===== src/rtl/voter_n_session.sv =====
// N-voter session controller: one vote per voter per session, registered pass/fail verdict.
// Optional session timeout is built only when VOTER_TIMEOUT_EN is defined.
//
// state    | meaning
// ---------+-----------------------------------------------------------
// S_IDLE   | no session yet (or after reset); waiting for start
// S_VOTE   | session open, accepting first vote from each voter (busy)
// S_RESULT | all voted (or timed out); verdict held until next start (done)
module voter_n_session #(
  parameter int NUM_VOTERS     = 3,
  parameter int THRESHOLD      = NUM_VOTERS / 2 + 1,
  parameter int TIMEOUT_CYCLES = 12_000_000,
  localparam int CW            = $clog2(NUM_VOTERS + 1)
) (
  input  logic                  clk,
  input  logic                  rst,
  input  logic                  start,
  input  logic [NUM_VOTERS-1:0] vote_valid,
  input  logic [NUM_VOTERS-1:0] vote_yes,
  output logic                  busy,
  output logic                  done,
  output logic                  pass,
  output logic [CW-1:0]         yes_cnt,
  output logic [NUM_VOTERS-1:0] voted,
  output logic                  timed_out
);

  if (NUM_VOTERS < 2 || NUM_VOTERS > 16) begin : g_bad_voters
    $error("voter_n_session: NUM_VOTERS out of range");
  end
  if (THRESHOLD < 1 || THRESHOLD > NUM_VOTERS) begin : g_bad_threshold
    $error("voter_n_session: THRESHOLD out of range");
  end
  if (TIMEOUT_CYCLES < 1) begin : g_bad_timeout
    $error("voter_n_session: TIMEOUT_CYCLES must be >= 1");
  end

  typedef enum logic [1:0] {
    S_IDLE   = 2'd0,
    S_VOTE   = 2'd1,
    S_RESULT = 2'd2
  } state_t;

  state_t                state, state_nxt;
  logic [NUM_VOTERS-1:0] accepted;
  logic [NUM_VOTERS-1:0] voted_nxt;
  logic [CW-1:0]         yes_sum;
  logic [CW-1:0]         yes_nxt;
  logic                  pass_nxt;
  logic                  all_in;
  logic                  expire;
  logic                  session_start;

  function automatic logic [CW-1:0] popcnt(input logic [NUM_VOTERS-1:0] v);
    logic [CW-1:0] c;
    c = '0;
    for (int i = 0; i < NUM_VOTERS; i++) begin
      c = c + CW'(v[i]);
    end
    return c;
  endfunction

  // Only first-time votes count; repeats are masked by the voted vector.
  assign accepted      = vote_valid & ~voted;
  assign yes_sum       = yes_cnt + popcnt(accepted & vote_yes);
  assign all_in        = &(voted | accepted);
  assign session_start = start && (state != S_VOTE);

  always_comb begin
    state_nxt = state;
    voted_nxt = voted;
    yes_nxt   = yes_cnt;
    pass_nxt  = pass;
    case (state)
      S_IDLE, S_RESULT: begin
        if (start) begin
          state_nxt = S_VOTE;
          voted_nxt = '0;
          yes_nxt   = '0;
          pass_nxt  = 1'b0;
        end
      end
      S_VOTE: begin
        voted_nxt = voted | accepted;
        yes_nxt   = yes_sum;
        // Completion wins over a timeout expiring in the same cycle.
        if (all_in || expire) begin
          state_nxt = S_RESULT;
          pass_nxt  = (yes_sum >= CW'(THRESHOLD));
        end
      end
      default: begin
        state_nxt = S_IDLE;
      end
    endcase
  end

  always_ff @(posedge clk) begin
    if (rst) begin
      state   <= S_IDLE;
      busy    <= 1'b0;
      done    <= 1'b0;
      pass    <= 1'b0;
      yes_cnt <= '0;
      voted   <= '0;
    end else begin
      state   <= state_nxt;
      busy    <= (state_nxt == S_VOTE);
      done    <= (state_nxt == S_RESULT);
      pass    <= pass_nxt;
      yes_cnt <= yes_nxt;
      voted   <= voted_nxt;
    end
  end

`ifdef VOTER_TIMEOUT_EN
  localparam int TW = (TIMEOUT_CYCLES > 1) ? $clog2(TIMEOUT_CYCLES) : 1;

  logic [TW-1:0] tmr;

  // Down-counter loaded on session entry; terminal count marks the last VOTE cycle.
  assign expire = (tmr == '0);

  always_ff @(posedge clk) begin
    if (rst) begin
      tmr       <= '0;
      timed_out <= 1'b0;
    end else if (session_start) begin
      tmr       <= TW'(TIMEOUT_CYCLES - 1);
      timed_out <= 1'b0;
    end else if (state == S_VOTE) begin
      if (!all_in && expire) begin
        timed_out <= 1'b1;
      end
      if (tmr != '0) begin
        tmr <= tmr - 1'b1;
      end
    end
  end
`else
  assign expire    = 1'b0;
  assign timed_out = 1'b0;
`endif

endmodule


===== config.mk =====
export PLATFORM = sky130hd
export DESIGN_NAME = voter_n_session
export DESIGN_NICKNAME = d
export VERILOG_FILES = /design/src/rtl/voter_n_session.sv
export SDC_FILE = /design/constraint.sdc
export NUM_CORES = 1
export LEC_CHECK = 0
export ABC_CLOCK_PERIOD_IN_PS = 2100
export CORE_AREA = 3 3 40 42
export DETAILED_ROUTE_END_ITERATION = 8
export DIE_AREA = 0 0 43 45
export MAX_ROUTING_LAYER = met4
export PLACE_DENSITY = 0.68
export SYNTH_ARGS = -nofsm -noshare
export SYNTH_HDL_FRONTEND = slang
export SYNTH_SLANG_ARGS = --single-unit

===== constraint.sdc =====
create_clock -name clk -period 2.1 [get_ports clk]
set_input_delay 0.42 -clock clk [delete_from_list [all_inputs] [get_ports clk]]
set_output_delay 0.42 -clock clk [all_outputs]
set_load 0.02 [all_outputs]

==> impl_metrics.json <==
{
  "nets": 82,
  "min_period_ns": 2.03,
  "clock.fmax_ghz": 0.492,
  "seq_area_um2": 200,
  "crit_path_max_fanout": 2,
  "grt_pass1_wl_mm": 1.68,
  "path_clk_slew_ns": 0.07,
  "hpwl_um": 799,
  "cp_slowest_cell": "fa_1",
  "portBuffers": 16,
  "htree_levels": 1,
  "setup_viol": 0,
  "grt_overflow": 0,
  "post-cts-setup-buffer-count": 0,
  "finalHoldViolCount": 0,
  "status": "completed",
  "power_density_nw_per_um2": 679,
  "boundaryPins": 18,
  "die_y_um": 45,
  "p_total_uw": 488,
  "yosysUniqueCellTypes": 24,
  "r2r_slack_ns": 0.25,
  "start_kind": "input port",
  "drv_cap": 0,
  "avgRoutedWirePerCell_um": 11.9,
  "layout_commonest_cell": "clkdlybuf4s50_1",
  "drc": 0,
  "p_leak_uw": 0.000291,
  "grt_pass1_vias": 390,
  "firstDrtPassIters": 4,
  "placed_cell_area_um2": 671,
  "cts_buffer_depth": 2,
  "root_buffer": "clkbuf_4",
  "synth_area_um2": 493,
  "gp_congestion": 0.716,
  "n_fill_cell": 120,
  "critPathCaptureType": "register",
  "p_comb_share_pct": 22.1,
  "grt.total_usage_pct": 12.5,
  "final_max_slew_viol_count": 0,
  "skew_ns": 0.00185,
  "holdBufCountCts": 0,
  "num_vias": 429,
  "met2_length_um": 516,
  "finalCritPeriodShare_pct": 96.8,
  "path_cells": "clkdlybuf4s50_1, nand3b_1, fa_1, inv_2, ha_4, xnor3_1, nor4b_4, o21ba_1",
  "antenna_cells": 0,
  "p_clk_share_pct": 35.3,
  "ir_drop_mv": 0.301,
  "drt_iter0_drc": 5,
  "cts_tree": "yes",
  "yosys_warnings": 0,
  "synth-seq-area-share_pct": 40.6,
  "cts.sinks": 10,
  "synth-seq-cells": 10,
  "stdcell_area_um2": 718,
  "internal_power_uw": 360,
  "insertion_delay_ns": 0.26,
  "dieWidth_um": 43,
  "crit_arrival_ns": 2.20,
  "cts_buffers": 3,
  "top_layer_used": "met4",
  "seqPwrFrac_pct": 42.5,
  "antenna_found_initial": 0,
  "num_rows": 13,
  "grt_max_degree": 11,
  "syn_area_per_cell_um2": 9.67,
  "switchingPower_uw": 128,
  "synthCells": 51,
  "totalWireLength_mm": 1.02,
  "viasPerCell": 5.05,
  "syn_nets": 62,
  "die-area_um2": 1940,
  "rsz0062_at_grt": "false",
  "sw_frac_of_total_pct": 26.2,
  "met1_length_um": 419,
  "path_class": "input port to register",
  "drive_above_1_share_pct": 15.7,
  "areaGrowthSynthToFinish_pct": 45.7,
  "multi_input_area_um2": 282,
  "final_util_pct": 55.9,
  "drtAntennaViolNets": 0,
  "min_path_type": "register to register",
  "met3_length_um": 63,
  "mostFrequentLayoutCells": "clkdlybuf4s50_1 (15), dfxtp_1 (10), nor2_1 (6), a21oi_1 (6), nand2_1 (4)",
  "max_stage_delay_ns": 0.53,
  "design.core.area_um2": 1280,
  "initial_core_util_pct": 38.4,
  "worstPathRequired_ns": 2.26
}
==> logic make-up (layout without fill, tap and decap cells) <==
kind of cell,count (synthesis),count (layout),share of synthesized area (%)
AOI/OAI and AO/OA,13,13,18.3
xor gates and xnor gates,1,1,4.57
adders and majority gates,2,2,6.60
buffers and inverters,5,24,4.82
DFF,10,10,40.6
other,1,1,0.761
and+or+nand+nor,19,19,24.4
==> critical path: cells and delay by family <==
kind                       cells  cell delay, ns
adders and majority gates      2            0.68
AOI/OAI and AO/OA              1            0.17
xor gates and xnor gates       1            0.18
and+or+nand+nor                2            0.24
buffers and inverters          2            0.50
==> power groups by stage <==
stage / registers, µW / logic, µW / clock network [µW]
3_3_place_gp: 212 / 102 / 0
6_report: 207 / 108 / 172
3_5_place_dp: 212 / 104 / 0
2_1_floorplan: 221 / 53.0 / 0
4_1_cts: 208 / 105 / 179
5_1_grt: 209 / 118 / 187
==> worst paths after layout <==
check	from	endpoint	cells past startpoint
worst max-delay path	vote_yes[0]	pass	8
worst max register to register	voted[0]	pass	7
worst min-delay path	yes_cnt[0]	yes_cnt[0]	2
worst min register to register	yes_cnt[0]	yes_cnt[0]	2
==> state kept, by name (all words and copies together) (netlist names) <==
register and flops:
busy 1, done 1, pass 1, state 2, voted 3, yes_cnt 2
==> repair_timing <==
| item | CTS | global route |
|---|---|---|
| pin swaps | 2 | 2 |
| resized for setup | 2 | 2 |
| setup endpoints to repair | 1 | 1 |
==> per-layer routing <==
metal  track usage (%)  vias up
li1                  -      215
met1              13.2      199
met2              19.5       13
met3              4.38        2
met4              9.04        0
met5                 -        -
==> per-stage QoR <==
stage / hold WS (ns) / setup TNS (ns) / instances / setup slack, ns
floorplan: 0.467 / 0 / 51 / 0.188
global placement: 0.474 / -0.410 / 81 / -0.282
detailed placement: 0.482 / -0.460 / 81 / -0.299
CTS: 0.491 / 0 / 85 / 0.00238
global route: 0.537 / 0 / 85 / 0.0104
finish: 0.488 / 0 / 85 / 0.0664
==> cell usage after synthesis <==
| master | n | area (µm²) |
|---|---|---|
| a21oi_1 | 6 | 30.0 |
| a22oi_1 | 3 | 22.5 |
| and2b_1 | 1 | 7.51 |
| buf_1 | 1 | 3.75 |
| buf_2 | 1 | 5.00 |
| buf_4 | 1 | 7.51 |
| conb_1 | 1 | 3.75 |
| dfxtp_1 | 10 | 200 |
| fa_1 | 1 | 20.0 |
| ha_1 | 1 | 12.5 |
| inv_1 | 2 | 7.51 |
| nand2_1 | 4 | 15.0 |
| nand2b_1 | 1 | 6.26 |
| nand2b_4 | 1 | 13.8 |
| nand3_1 | 2 | 10.0 |
| nand3b_1 | 2 | 15.0 |
| nor2_1 | 6 | 22.5 |
| nor4b_4 | 1 | 23.8 |
| o21ai_0 | 1 | 5.00 |
| o21ba_1 | 1 | 10.0 |
| o22ai_2 | 1 | 12.5 |
| o311a_1 | 1 | 10.0 |
| or3_1 | 1 | 6.26 |
| xnor3_1 | 1 | 22.5 |
==> cell type report <==
class                      instances  area share, %
clock buffer                       4           5.05
inverter                           2           1.05
multi-input combinational         36           39.2
sequential                        10           27.9
tap                               15           2.61
timing repair buffer              18           24.2
No activity file was read; power rests on OpenSTA's default activity.
